==> config.mk <==
export PLATFORM = sky130hd
export DESIGN_NAME = shifter_sequencer_flat
export DESIGN_NICKNAME = d
export VERILOG_FILES = /design/src/rtl/shifter_pkg.sv /design/src/rtl/shifter_sequencer_if.sv /design/src/rtl/shifter_sequencer.sv /design/src/flat_wrapper.sv
export SDC_FILE = /design/constraint.sdc
export NUM_CORES = 1
export LEC_CHECK = 0
export CAP_MARGIN = 20
export CORE_ASPECT_RATIO = 0.8
export CORE_UTILIZATION = 35
export DETAILED_ROUTE_END_ITERATION = 7
export PLACE_DENSITY = 0.68
export SLEW_MARGIN = 20
export SYNTH_ARGS = -nofsm -noshare
export SYNTH_HDL_FRONTEND = slang
export SYNTH_SLANG_ARGS = --single-unit
==> constraint.sdc <==
create_clock -name clk -period 1.9 [get_ports clk]
set_clock_uncertainty 0.15 [all_clocks]
set_input_delay 0.38 -clock clk [delete_from_list [all_inputs] [get_ports clk]]
set_output_delay 0.38 -clock clk [all_outputs]
set_load 0.01 [all_outputs]
==> src/rtl/shifter_pkg.sv <==
// Shared encodings for the shifter sequencer: opcodes, shifter modes and FSM states.
// Latency/backpressure: n/a (constants only).
package shifter_pkg;

  localparam logic [2:0] CMD_LOAD = 3'b000;
  localparam logic [2:0] CMD_SHL  = 3'b001;
  localparam logic [2:0] CMD_SHR  = 3'b010;
  localparam logic [2:0] CMD_ROL  = 3'b011;
  localparam logic [2:0] CMD_ROR  = 3'b100;

  // Mode is {select2, select1} as seen by the parallel-load shifter.
  localparam logic [1:0] MODE_HOLD = 2'b00;
  localparam logic [1:0] MODE_LOAD = 2'b01;
  localparam logic [1:0] MODE_MSB  = 2'b10;
  localparam logic [1:0] MODE_LSB  = 2'b11;

  typedef enum logic [1:0] {
    ST_IDLE  = 2'b00,
    ST_LOAD  = 2'b01,
    ST_SHIFT = 2'b10,
    ST_DONE  = 2'b11
  } state_e;

endpackage

==> src/rtl/shifter_sequencer_if.sv <==
// Command/control bundle between the sequencer (master) and its environment plus shifter (slave).
// No storage; the master modport is the sequencer side.
interface shifter_sequencer_if #(
  parameter int BUS_WIDTH = 8,
  parameter int CNT_WIDTH = $clog2(BUS_WIDTH) + 1
);
  logic                 start_i;
  logic [2:0]           cmd_i;
  logic [CNT_WIDTH-1:0] count_i;
  logic                 fill_i;
  logic [BUS_WIDTH-1:0] load_data_i;
  logic                 abort_i;
  logic [BUS_WIDTH-1:0] shifter_q_i;
  logic                 select1_o;
  logic                 select2_o;
  logic                 dataR_o;
  logic                 dataL_o;
  logic [BUS_WIDTH-1:0] data_o;
  logic                 busy_o;
  logic                 done_o;

  modport master (
    input  start_i, cmd_i, count_i, fill_i, load_data_i, abort_i, shifter_q_i,
    output select1_o, select2_o, dataR_o, dataL_o, data_o, busy_o, done_o
  );

  modport slave (
    output start_i, cmd_i, count_i, fill_i, load_data_i, abort_i, shifter_q_i,
    input  select1_o, select2_o, dataR_o, dataL_o, data_o, busy_o, done_o
  );
endinterface

==> src/rtl/shifter_sequencer.sv <==
// Sequences LOAD/SHL/SHR/ROL/ROR on an external shifter; one mode cycle per step, DONE one cycle after.
// start_i is sampled only in IDLE (no queuing); abort_i cancels LOAD/SHIFT without a done pulse.
module shifter_sequencer
  import shifter_pkg::*;
#(
  parameter int BUS_WIDTH = 8,
  parameter int CNT_WIDTH = $clog2(BUS_WIDTH) + 1
) (
  input  logic                clk,
  input  logic                rst_i,
  shifter_sequencer_if.master bus
);

  localparam logic [CNT_WIDTH-1:0] LP_MAX_STEPS = CNT_WIDTH'(BUS_WIDTH);

  state_e               r_state;
  logic [2:0]           r_cmd;
  logic [CNT_WIDTH-1:0] r_cnt;
  logic                 r_fill;
  logic [BUS_WIDTH-1:0] r_data;
  logic [1:0]           r_mode;
  logic                 r_busy;
  logic                 r_done;

  logic [CNT_WIDTH-1:0] w_steps;
  logic                 w_is_shift;
  logic                 w_toward_msb;

  always_comb begin
    w_steps      = (bus.count_i > LP_MAX_STEPS) ? LP_MAX_STEPS : bus.count_i;
    w_is_shift   = (bus.cmd_i == CMD_SHL) || (bus.cmd_i == CMD_SHR) ||
                   (bus.cmd_i == CMD_ROL) || (bus.cmd_i == CMD_ROR);
    w_toward_msb = (bus.cmd_i == CMD_SHL) || (bus.cmd_i == CMD_ROL);
  end

  always_ff @(posedge clk or posedge rst_i) begin
    if (rst_i) begin
      r_state <= ST_IDLE;
      r_cmd   <= '0;
      r_cnt   <= '0;
      r_fill  <= 1'b0;
      r_data  <= '0;
      r_mode  <= MODE_HOLD;
      r_busy  <= 1'b0;
      r_done  <= 1'b0;
    end else begin
      case (r_state)
        ST_IDLE: begin
          if (bus.start_i) begin
            r_cmd  <= bus.cmd_i;
            r_fill <= bus.fill_i;
            r_data <= bus.load_data_i;
            r_cnt  <= w_steps;
            if (bus.cmd_i == CMD_LOAD) begin
              r_state <= ST_LOAD;
              r_mode  <= MODE_LOAD;
              r_busy  <= 1'b1;
            end else if (w_is_shift && (w_steps != '0)) begin
              r_state <= ST_SHIFT;
              r_mode  <= w_toward_msb ? MODE_MSB : MODE_LSB;
              r_busy  <= 1'b1;
            end else begin
              // Zero-count shifts and NOPs complete without touching the shifter.
              r_state <= ST_DONE;
              r_done  <= 1'b1;
            end
          end
        end
        ST_LOAD: begin
          r_mode  <= MODE_HOLD;
          r_busy  <= 1'b0;
          r_state <= bus.abort_i ? ST_IDLE : ST_DONE;
          r_done  <= !bus.abort_i;
        end
        ST_SHIFT: begin
          r_cnt <= r_cnt - 1'b1;
          // Leave on the last step so the mode drops exactly after N shift cycles.
          if (bus.abort_i || (r_cnt == CNT_WIDTH'(1))) begin
            r_mode  <= MODE_HOLD;
            r_busy  <= 1'b0;
            r_state <= bus.abort_i ? ST_IDLE : ST_DONE;
            r_done  <= !bus.abort_i;
          end
        end
        ST_DONE: begin
          r_done  <= 1'b0;
          r_state <= ST_IDLE;
        end
        default: r_state <= ST_IDLE;
      endcase
    end
  end

  assign bus.select1_o = r_mode[0];
  assign bus.select2_o = r_mode[1];
  assign bus.busy_o    = r_busy;
  assign bus.done_o    = r_done;
  assign bus.data_o    = r_data;

  // Rotates take the wrap-around bit straight from the live shifter contents.
  always_comb begin
    bus.dataR_o = 1'b0;
    bus.dataL_o = 1'b0;
    if (r_state == ST_SHIFT) begin
      if (r_cmd == CMD_SHL) bus.dataR_o = r_fill;
      if (r_cmd == CMD_ROL) bus.dataR_o = bus.shifter_q_i[BUS_WIDTH-1];
      if (r_cmd == CMD_SHR) bus.dataL_o = r_fill;
      if (r_cmd == CMD_ROR) bus.dataL_o = bus.shifter_q_i[0];
    end
  end

endmodule

==> src/flat_wrapper.sv <==
// flat-port wrapper written by rule: the top's interface ports become plain ports
module shifter_sequencer_flat import shifter_pkg::*;
#(
  parameter int BUS_WIDTH = 8,
  parameter int CNT_WIDTH = $clog2(BUS_WIDTH) + 1
)
  (clk, rst_i, bus_start_i, bus_cmd_i, bus_count_i, bus_fill_i, bus_load_data_i, bus_abort_i, bus_shifter_q_i, bus_select1_o, bus_select2_o, bus_dataR_o, bus_dataL_o, bus_data_o, bus_busy_o, bus_done_o);
  shifter_sequencer_if #(.BUS_WIDTH(BUS_WIDTH), .CNT_WIDTH(CNT_WIDTH)) bus_i ();
  input  logic clk;
  input  logic rst_i;
  input wire logic [$bits(bus_i.start_i)-1:0] bus_start_i;
  input wire logic [$bits(bus_i.cmd_i)-1:0] bus_cmd_i;
  input wire logic [$bits(bus_i.count_i)-1:0] bus_count_i;
  input wire logic [$bits(bus_i.fill_i)-1:0] bus_fill_i;
  input wire logic [$bits(bus_i.load_data_i)-1:0] bus_load_data_i;
  input wire logic [$bits(bus_i.abort_i)-1:0] bus_abort_i;
  input wire logic [$bits(bus_i.shifter_q_i)-1:0] bus_shifter_q_i;
  output wire logic [$bits(bus_i.select1_o)-1:0] bus_select1_o;
  output wire logic [$bits(bus_i.select2_o)-1:0] bus_select2_o;
  output wire logic [$bits(bus_i.dataR_o)-1:0] bus_dataR_o;
  output wire logic [$bits(bus_i.dataL_o)-1:0] bus_dataL_o;
  output wire logic [$bits(bus_i.data_o)-1:0] bus_data_o;
  output wire logic [$bits(bus_i.busy_o)-1:0] bus_busy_o;
  output wire logic [$bits(bus_i.done_o)-1:0] bus_done_o;
  assign bus_i.start_i = bus_start_i;
  assign bus_i.cmd_i = bus_cmd_i;
  assign bus_i.count_i = bus_count_i;
  assign bus_i.fill_i = bus_fill_i;
  assign bus_i.load_data_i = bus_load_data_i;
  assign bus_i.abort_i = bus_abort_i;
  assign bus_i.shifter_q_i = bus_shifter_q_i;
  assign bus_select1_o = bus_i.select1_o;
  assign bus_select2_o = bus_i.select2_o;
  assign bus_dataR_o = bus_i.dataR_o;
  assign bus_dataL_o = bus_i.dataL_o;
  assign bus_data_o = bus_i.data_o;
  assign bus_busy_o = bus_i.busy_o;
  assign bus_done_o = bus_i.done_o;
  shifter_sequencer #(.BUS_WIDTH(BUS_WIDTH), .CNT_WIDTH(CNT_WIDTH)) u_core (.clk(clk), .rst_i(rst_i), .bus(bus_i));
endmodule
==> reports/qor.yml, run 1 <==
critical_path:
  critPathMaxFanout: 3
  path_cells: "inv_2 -> ha_1 -> nor3b_4 -> o32ai_4 -> or3_4 -> mux2_4"
  cp_slowest_cell: "or3_4"
  crit_path_start_kind: "flip-flop"
  crit_family: "simple AND/OR/NAND/NOR gates"
  worstPathArrival_ns: 1.86
  crit_required_ns: 1.90
  critPathMaxStageDelay_ns: 0.40
  end_kind: "flip-flop"
  worstSetupPathType: "reg2reg"
  path_buf_inv: 1
die:
  initial_core_util_pct: 37.3
  dieArea_mm2: 0.00358
  die_x_um: 66.6
  io_pins: 42
  rows: 18
  core_area_mm2: 0.00313
  die_y_um: 53.7
pwr:
  p_comb_share_pct: 57.8
  power.density_mw_per_mm2: 1590
  switching_share_pct: 35.4
  power_leakage_nw: 0.841
  ir_drop_mv: 0.816
  pwr-share-clk_pct: 11.6
  switchingPower_mw: 1.04
  seqPwrFrac_pct: 30.6
  p_int_mw: 1.89
grt:
  grt_overflow: 0
  grt_pass1_wl_um: 4480
  first_global_vias: 991
  grt_usage_pct: 17.3
  grt_max_degree: 23
  antenna_found_initial: 0
clocking:
  numCtsBuffers: 3
  clkLatencyLatePin_ns: 0.26
  clk_path_buf_depth: 2
  cts.sinks: 22
  cts_tree: "built"
  htree_levels: 1
  ctsHoldBuffers: 0
  cts.clk_slew.worst_paths_ns: 0.08
  clockRootBuffer: "clkbuf_8"
cells_and_area:
  layout.nets: 200
  drive_gt1_share_pct: 29.5
  num_antenna_cells: 0
  areaGrowthSynthToFinish_pct: 57.2
timing:
  finalHoldViolations: 0
  slew_headroom_pct: 80.9
  tightestPinTransition_ns: 0.285
  fmax_ghz: 0.539
  tns_ns: 0
  setup_viol: 0
  finalCritPeriodShare_pct: 97.7
  min_period_ns: 1.86
  slew_violations: 0
  fin_ws_ns: 0.0442
synth:
  yosys.area.top_type: "dfrtp_1"
  synth_edf_count: 0
  async_reset_ff_share_pct: 100
  synth_area_leaders: "dfrtp_1 47%, mux2_1 6.7%, ha_1 5.4%"
  netlist_area_mm2: 0.00117
  synth.top_cell.area_share_pct: 47.1
  syn-num-nets: 140
  synthFlopType: "dfrtp_1"
  post-synth-top-count-cell: "dfrtp_1"
  seq_area_frac_synth_pct: 47.1
  ys_warn_count: 0
  ys_ff_latch: 22
  ys_types: 32
  avgSynthCellArea_um2: 10.9
  syn_inst: 107
  yosys-top-cells-count: "22 x dfrtp_1, 9 x inv_1, 8 x nand2_1, 7 x mux2_1"
worst_hold_path:
  hp-class: "in2async"
place:
  place.gp.congestion: 0.856
  numPortBuffers: 35
  dp_hpwl_um: 2160
  pre_cts_slack_ns: -0.384
route:
  viasPerCell: 4.85
  drt_iter0_markers: 61
  wirelength_um: 2660
  drtPass1Iterations: 4
  routedWlPerCell_um: 12.9
  vias: 1000
  drcViolationCount: 0
  postRouteAntennaNets: 0
run:
  drv_cap: 0
outcome:
  run_status: "finished, final reports clean"
cell usage in the layout, fill, tap and decap left out, types with 5 or more instances in the layout:
master / n
mux2_1: 7
dlygate4sd2_1: 5
clkdlybuf4s50_1: 26
nor2_1: 6
buf_4: 20
nor3_1: 5
inv_1: 7
dfrtp_1: 22
nand2_1: 8
o21ai_1: 6
worst min-delay path, stage by stage:
cell and delay (ns):
clkdlybuf4s50_1 0.39, inv_1 0.05, buf_4 0.28
through the flow:
step / cell area (um^2) / power, mW / cells / utilization (%) / hold slack, ns
finish: 1840 / 2.92 / 206 / 58.7 / 0.300
global placement: 1730 / 2.42 / 201 / 55.3 / 0.325
CTS: 1780 / 2.83 / 205 / 57.0 / 0.308
global route: 1840 / 3.13 / 206 / 58.7 / 0.365
floorplan: 1180 / 1.76 / 107 / - / 0.219
detailed placement: 1730 / 2.47 / 201 / 55.3 / 0.334
cells by family after synthesis:
group / count (synthesis) / share of synthesized area (%)
buffers and inverters: 13 / 4.60
flip-flops: 22 / 47.1
multiplexers: 14 / 14.0
AND/OR/NAND/NOR: 26 / 11.4
adder cells (fa/ha/maj): 5 / 5.35
AO/OA/AOI/OAI: 27 / 17.6
path summary, 6_finish.rpt:
| kind | to | from | slack, ns | cells past startpoint |
|---|---|---|---|---|
| max reg2reg | u_core.r_mode[1] | u_core.r_cnt[1] | 0.04 | 6 |
| min | u_core.bus.data_o[6] | rst_i | 0.30 | 3 |
| max in group asynchronous | u_core.r_cnt[1] | rst_i | 1.08 | 3 |
| min in group clk | u_core.r_cmd[2] | bus_cmd_i[2] | 0.35 | 3 |
| max | u_core.r_mode[1] | u_core.r_cnt[1] | 0.04 | 6 |
| min reg2reg | u_core.bus.data_o[6] | u_core.bus.data_o[6] | 0.35 | 1 |
registers in the layout (all words and copies together) (netlist names):
register,count
u_core.r_cnt,4
u_core.bus.busy_o,1
u_core.r_cmd,3
u_core.bus.data_o,8
u_core.r_mode,2
u_core.r_fill,1
u_core.r_state,2
u_core.bus.done_o,1
area by class of cell:
cell class	count	area, um^2
multi-input cells	72	626
clock buffers	4	55.1
flip-flops and latches	22	551
repair buffers	57	512
fillers	269	1290
inverters	11	43.8
well taps	40	50.0
metal layers:
metal	share of wire, %	GRT usage (%)	up-vias
met5	0	0	-
met1	46	21.7	473
li1	-	-	506
met3	4.4	4.87	2
met4	0.49	3.19	0
met2	49	30.1	19
power groups by stage:
| stage | clock [mW] | combinational, mW | sequential (mW) |
|---|---|---|---|
| final | 0.340 | 1.69 | 0.894 |
| after global routing | 0.365 | 1.85 | 0.923 |
| after CTS | 0.346 | 1.60 | 0.884 |
| after detailed placement | 0 | 1.58 | 0.888 |
| after global placement | 0 | 1.55 | 0.868 |
| after floorplan | 0 | 0.840 | 0.921 |
repair_timing:
item	in CTS	in global routing
setup buffers	0	1
pin swaps	4	4
endpoints found under the setup margin	5	5
gates resized for setup	16	11
Power figures use the tool's default switching activity.
==> run 2, diff against run 1 <==
--- a/config.mk
+++ b/config.mk
@@ -7,10 +7,12 @@
 export LEC_CHECK = 0
 export CAP_MARGIN = 20
 export CORE_ASPECT_RATIO = 0.8
+export CORE_MARGIN = 2
 export CORE_UTILIZATION = 35
 export DETAILED_ROUTE_END_ITERATION = 7
 export PLACE_DENSITY = 0.68
-export SLEW_MARGIN = 20
+export SKIP_LAST_GASP = 1
+export SLEW_MARGIN = 15
 export SYNTH_ARGS = -nofsm -noshare
 export SYNTH_HDL_FRONTEND = slang
 export SYNTH_SLANG_ARGS = --single-unit
==> reports/qor.yml, run 2 (synthesized netlist as in run 1, its figures left out) <==
place:
  dp_hpwl_um: 2140
  place.gp.congestion: 0.847
  pre_cts_slack_ns: -0.371
  numPortBuffers: 35
clocking:
  clk_path_buf_depth: 2
  ctsHoldBuffers: 0
  cts.sinks: 22
  htree_levels: 1
  cts_tree: "built"
  clkLatencyLatePin_ns: 0.26
  clockRootBuffer: "clkbuf_8"
  numCtsBuffers: 3
  cts.clk_slew.worst_paths_ns: 0.08
grt:
  antenna_found_initial: 0
  grt_pass1_wl_um: 4770
  grt_overflow: 0
  first_global_vias: 1057
  grt_max_degree: 23
  grt_usage_pct: 16.6
timing:
  slew_headroom_pct: 81.7
  fmax_ghz: 0.525
  slew_violations: 0
  grt_setup_unrepaired: "yes"
  setup_viol: 1
  finalCritPeriodShare_pct: 100
  fin_ws_ns: -0.00326
  tightestPinTransition_ns: 0.272
  min_period_ns: 1.90
  finalHoldViolations: 0
critical_path:
  r2r-end: "u_core.r_mode[1]"
  critPathMaxStageDelay_ns: 0.41
  worstReg2RegStart: "u_core.r_cnt[1]"
  end_kind: "flip-flop"
  path_buf_inv: 1
  crit_family: "simple AND/OR/NAND/NOR gates"
  worstPathArrival_ns: 1.90
  worstSetupPathType: "reg2reg"
  rrSetupSlack_ns: -0.003
  critPathMaxFanout: 3
  cp_slowest_cell: "dfrtp_1"
  crit_required_ns: 1.90
  rr_worst_depth: 6
  crit_path_start_kind: "flip-flop"
  path_cells: "inv_2 -> ha_4 -> nor3b_4 -> o32ai_4 -> or3_4 -> mux2_4"
cells_and_area:
  largest_reg_flops: 8
  layout_common_cells: "27 x clkdlybuf4s50_1, 22 x buf_4, 22 x dfrtp_1, 8 x nand2_1"
  num_antenna_cells: 0
  areaGrowthSynthToFinish_pct: 60.3
  layout.nets: 200
  final_common_cell: "clkdlybuf4s50_1"
  drive_gt1_share_pct: 33.7
route:
  postRouteAntennaNets: 0
  drt_iter0_markers: 31
  drtPass1Iterations: 4
  routedWlPerCell_um: 13.7
  drcViolationCount: 0
  viasPerCell: 4.97
  vias: 1023
  wirelength_um: 2830
die:
  core_area_mm2: 0.00313
  rows: 18
  initial_core_util_pct: 37.3
  die_y_um: 55.7
  io_pins: 42
  die_x_um: 68.6
  dieArea_mm2: 0.00382
pwr:
  power_leakage_nw: 0.834
  ir_drop_mv: 0.763
  power.density_mw_per_mm2: 1580
  total_power_mw: 2.96
outcome:
  run_status: "finished, violations left"
  violations: "negative setup slack"
run:
  drv_cap: 0
worst_hold_path:
  hp-class: "in2async"
-- run 2: changes by cell type in the layout (fill, tap and decap cells not counted), sizes merged --
cell	before	now
dlymetal6s2s	2	1
clkdlybuf4s50	26	27
-- run 2: cell type report --
cell class | count | area, um^2
fillers | 275 | 1260
well taps | 40 | 50.0
clock buffers | 4 | 55.1
inverters | 11 | 41.3
repair buffers | 57 | 502
multi-input cells | 72 | 674
flip-flops and latches | 22 | 551
-- run 2: what timing repair did --
| item | CTS | global route |
|---|---|---|
| gates cloned | 0 | 0 |
| endpoints found under the setup margin | 5 | 7 |
| gates resized for setup | 17 | 16 |
| buffers inserted | 2 | 2 |
| pin swaps | 4 | 6 |
-- run 2: where the power goes --
| group | switching (mW) | total [mW] | internal [mW] |
|---|---|---|---|
| Clock | 0.145 | 0.329 | 0.184 |
| Sequential | 0.181 | 0.895 | 0.714 |
| Combinational | 0.737 | 1.73 | 0.996 |
| Total | 1.06 | 2.96 | 1.89 |
-- run 2: per-layer routing --
| layer | global-route usage, % | up-vias | routed length, um |
|---|---|---|---|
| li1 | - | 501 | - |
| met1 | 22.2 | 497 | 1260 |
| met2 | 26.4 | 23 | 1460 |
| met3 | 4.25 | 2 | 96 |
| met4 | 4.29 | 0 | 19 |
| met5 | 0 | - | 0 |
-- run 2: worst min-delay path: stages --
cell,delay (ns)
clkdlybuf4s50_1,0.40
inv_1,0.05
buf_4,0.28
-- run 2: how the worst max path moves through the flow --
stage                        from               end  slack, ns  cells past startpoint
6_report          u_core.r_cnt[1]  u_core.r_mode[1]     -0.003                      6
5_1_grt           u_core.r_cnt[1]  u_core.r_mode[1]      -0.06                      6
4_1_cts         u_core.r_state[0]       bus_dataR_o      -0.03                      5
3_5_place_dp       bus_count_i[3]  u_core.r_mode[1]      -0.37                      5
3_3_place_gp   bus_shifter_q_i[0]       bus_dataL_o      -0.37                      6
2_1_floorplan   u_core.r_state[0]  u_core.r_mode[0]       0.03                      7
-- run 2: stage by stage --
stage	hold slack [ns]	std cells	util, %	TNS (ns)	area (um^2)
2_1_floorplan	0.219	107	-	0	1180
4_1_cts	0.315	204	57.2	-0.0290	1790
3_5_place_dp	0.331	198	54.6	-1.73	1710
3_3_place_gp	0.325	198	54.6	-1.65	1710
5_1_grt	0.335	206	59.8	-0.158	1870
6_report	0.312	206	59.8	-0.00326	1870
==> run 3, diff against run 2 <==
--- a/config.mk
+++ b/config.mk
@@ -11,6 +11,7 @@
 export CORE_UTILIZATION = 35
 export DETAILED_ROUTE_END_ITERATION = 7
 export PLACE_DENSITY = 0.68
+export RECOVER_POWER = 25
 export SKIP_LAST_GASP = 1
 export SLEW_MARGIN = 15
 export SYNTH_ARGS = -nofsm -noshare
==> constraint.sdc (replaced) <==
create_clock -name clk -period 1.9 [get_ports clk]
set_clock_uncertainty 0.15 [all_clocks]
set_input_delay 0.38 -clock clk [delete_from_list [all_inputs] [get_ports clk]]
set_output_delay 0.38 -clock clk [all_outputs]
set_load 0.005 [all_outputs]
==> reports/qor.yml, run 3 (synthesized netlist as in run 1, its figures left out) <==
critical_path:
  cp_num_cells: 6
  crit_path_start_kind: "flip-flop"
  critPathMaxFanout: 3
  path_buf_inv: 1
  worstSetupStartpoint: "u_core.r_cnt[1]"
  rr_worst_depth: 6
  crit_family: "simple AND/OR/NAND/NOR gates"
  r2r-end: "u_core.r_mode[1]"
  crit_required_ns: 1.91
  end_kind: "flip-flop"
  worstSetupPathType: "reg2reg"
  cp_slowest_cell: "dfrtp_1"
  path_cells: "inv_2 -> ha_1 -> nor3b_4 -> o32ai_4 -> or3_4 -> mux2_4"
  rrSetupSlack_ns: 0.06
  critPathMaxStageDelay_ns: 0.40
  worstPathArrival_ns: 1.85
  worstReg2RegStart: "u_core.r_cnt[1]"
  crit_end: "u_core.r_mode[1]"
route:
  drcViolationCount: 0
  drtPass1Iterations: 4
  drt_iter0_markers: 48
  postRouteAntennaNets: 0
  vias: 1007
  wirelength_um: 2710
  routedWlPerCell_um: 13.3
  viasPerCell: 4.96
cells_and_area:
  areaGrowthSynthToFinish_pct: 54.9
  layout.nets: 197
  final_common_cell: "clkdlybuf4s50_1"
  utilization_pct: 57.8
  nFillCells: 268
  num_antenna_cells: 0
  drive_gt1_share_pct: 28.8
  layout_common_cells: "24 x clkdlybuf4s50_1, 21 x dfrtp_1, 17 x buf_4, 8 x nand2_1"
  largest_reg_flops: 8
timing:
  finalHoldViolations: 0
  holdWs_ns: 0.347
  tightestPinTransition_ns: 0.536
  slew_headroom_pct: 64.3
  finalCritPeriodShare_pct: 97.0
  min_period_ns: 1.84
  setup_viol: 0
  grt_setup_unrepaired: "no"
  fin_ws_ns: 0.0563
  slew_violations: 0
  fmax_ghz: 0.542
pwr:
  power.density_mw_per_mm2: 1590
  ir_drop_mv: 0.873
  power_leakage_nw: 0.823
run:
  drv_cap: 0
die:
  rows: 18
  core_area_mm2: 0.00313
  die_y_um: 55.7
  dieArea_mm2: 0.00382
  die_x_um: 68.6
  io_pins: 42
  initial_core_util_pct: 37.3
grt:
  antenna_found_initial: 0
  grt_overflow: 0
  grt_pass1_wl_um: 4480
  first_global_vias: 1019
  grt_max_degree: 23
  grt_usage_pct: 15.2
place:
  place.gp.congestion: 0.865
  numPortBuffers: 35
  pre_cts_slack_ns: -0.358
  dp_hpwl_um: 2140
clocking:
  cts.sinks: 22
  clkLatencyLatePin_ns: 0.26
  numCtsBuffers: 3
  clk_path_buf_depth: 2
  cts.clk_slew.worst_paths_ns: 0.09
  cts_tree: "built"
  htree_levels: 1
  clockRootBuffer: "clkbuf_8"
worst_hold_path:
  holdPathStages: 1
  hp-class: "reg2reg"
outcome:
  run_status: "finished, final reports clean"
run 3: metal layers:
metal	vias to the layer above	global-route usage [%]	routed length [um]
met1	499	19.9	1270
met4	0	2.57	8
met3	2	3.64	81
li1	492	-	-
met2	14	25.3	1350
met5	-	0	0
run 3: how the worst min path moves through the flow:
stage                               from              endpoint
floorplan                          rst_i     u_core.bus.busy_o
global placement    u_core.bus.data_o[7]  u_core.bus.data_o[7]
detailed placement  u_core.bus.data_o[7]  u_core.bus.data_o[7]
CTS                                rst_i  u_core.bus.data_o[4]
global route        u_core.bus.data_o[3]  u_core.bus.data_o[3]
finish              u_core.bus.data_o[7]  u_core.bus.data_o[7]
run 3: metrics by stage:
step	area, um^2	TNS (ns)	instances	total power, mW
3_5_place_dp	1710	-1.68	198	2.38
4_1_cts	1780	0	203	2.83
6_report	1810	0	203	2.88
3_3_place_gp	1710	-1.58	198	2.31
5_1_grt	1810	0	203	3.09
2_1_floorplan	1180	0	107	1.71
run 3: layout make-up:
class                           instances  area (um^2)  area share (%)
Inverter                               11         41.3            2.28
Clock buffer                            3         41.3            2.28
Sequential cell                        22          552            30.5
Clock inverter                          1         30.0            1.66
Timing Repair Buffer                   54          482            26.6
Multi-Input combinational cell         72          614            33.9
Tap cell                               40         50.0            2.76
run 3: what timing repair did:
action                                  in CTS  in global routing
endpoints found under the setup margin       4                  7
gates resized for setup                     15                 11
hold endpoints to repair                     0                  0
hold buffers                                 0                  0
pin swaps                                    4                  6
buffers inserted                             1                  0
run 3: power by group:
group	leakage [nW]	internal [mW]	switching, mW
Combinational	0.527	0.908	0.625
Sequential	0.260	0.716	0.193
Clock	0.0357	0.281	0.152
Total	0.823	1.91	0.971
run 3: worst register-to-register path: stages, from the launching register on:
cell	delay, ns
dfrtp_1	0.40
inv_2	0.07
ha_1	0.14
nor3b_4	0.21
o32ai_4	0.11
or3_4	0.37
mux2_4	0.30
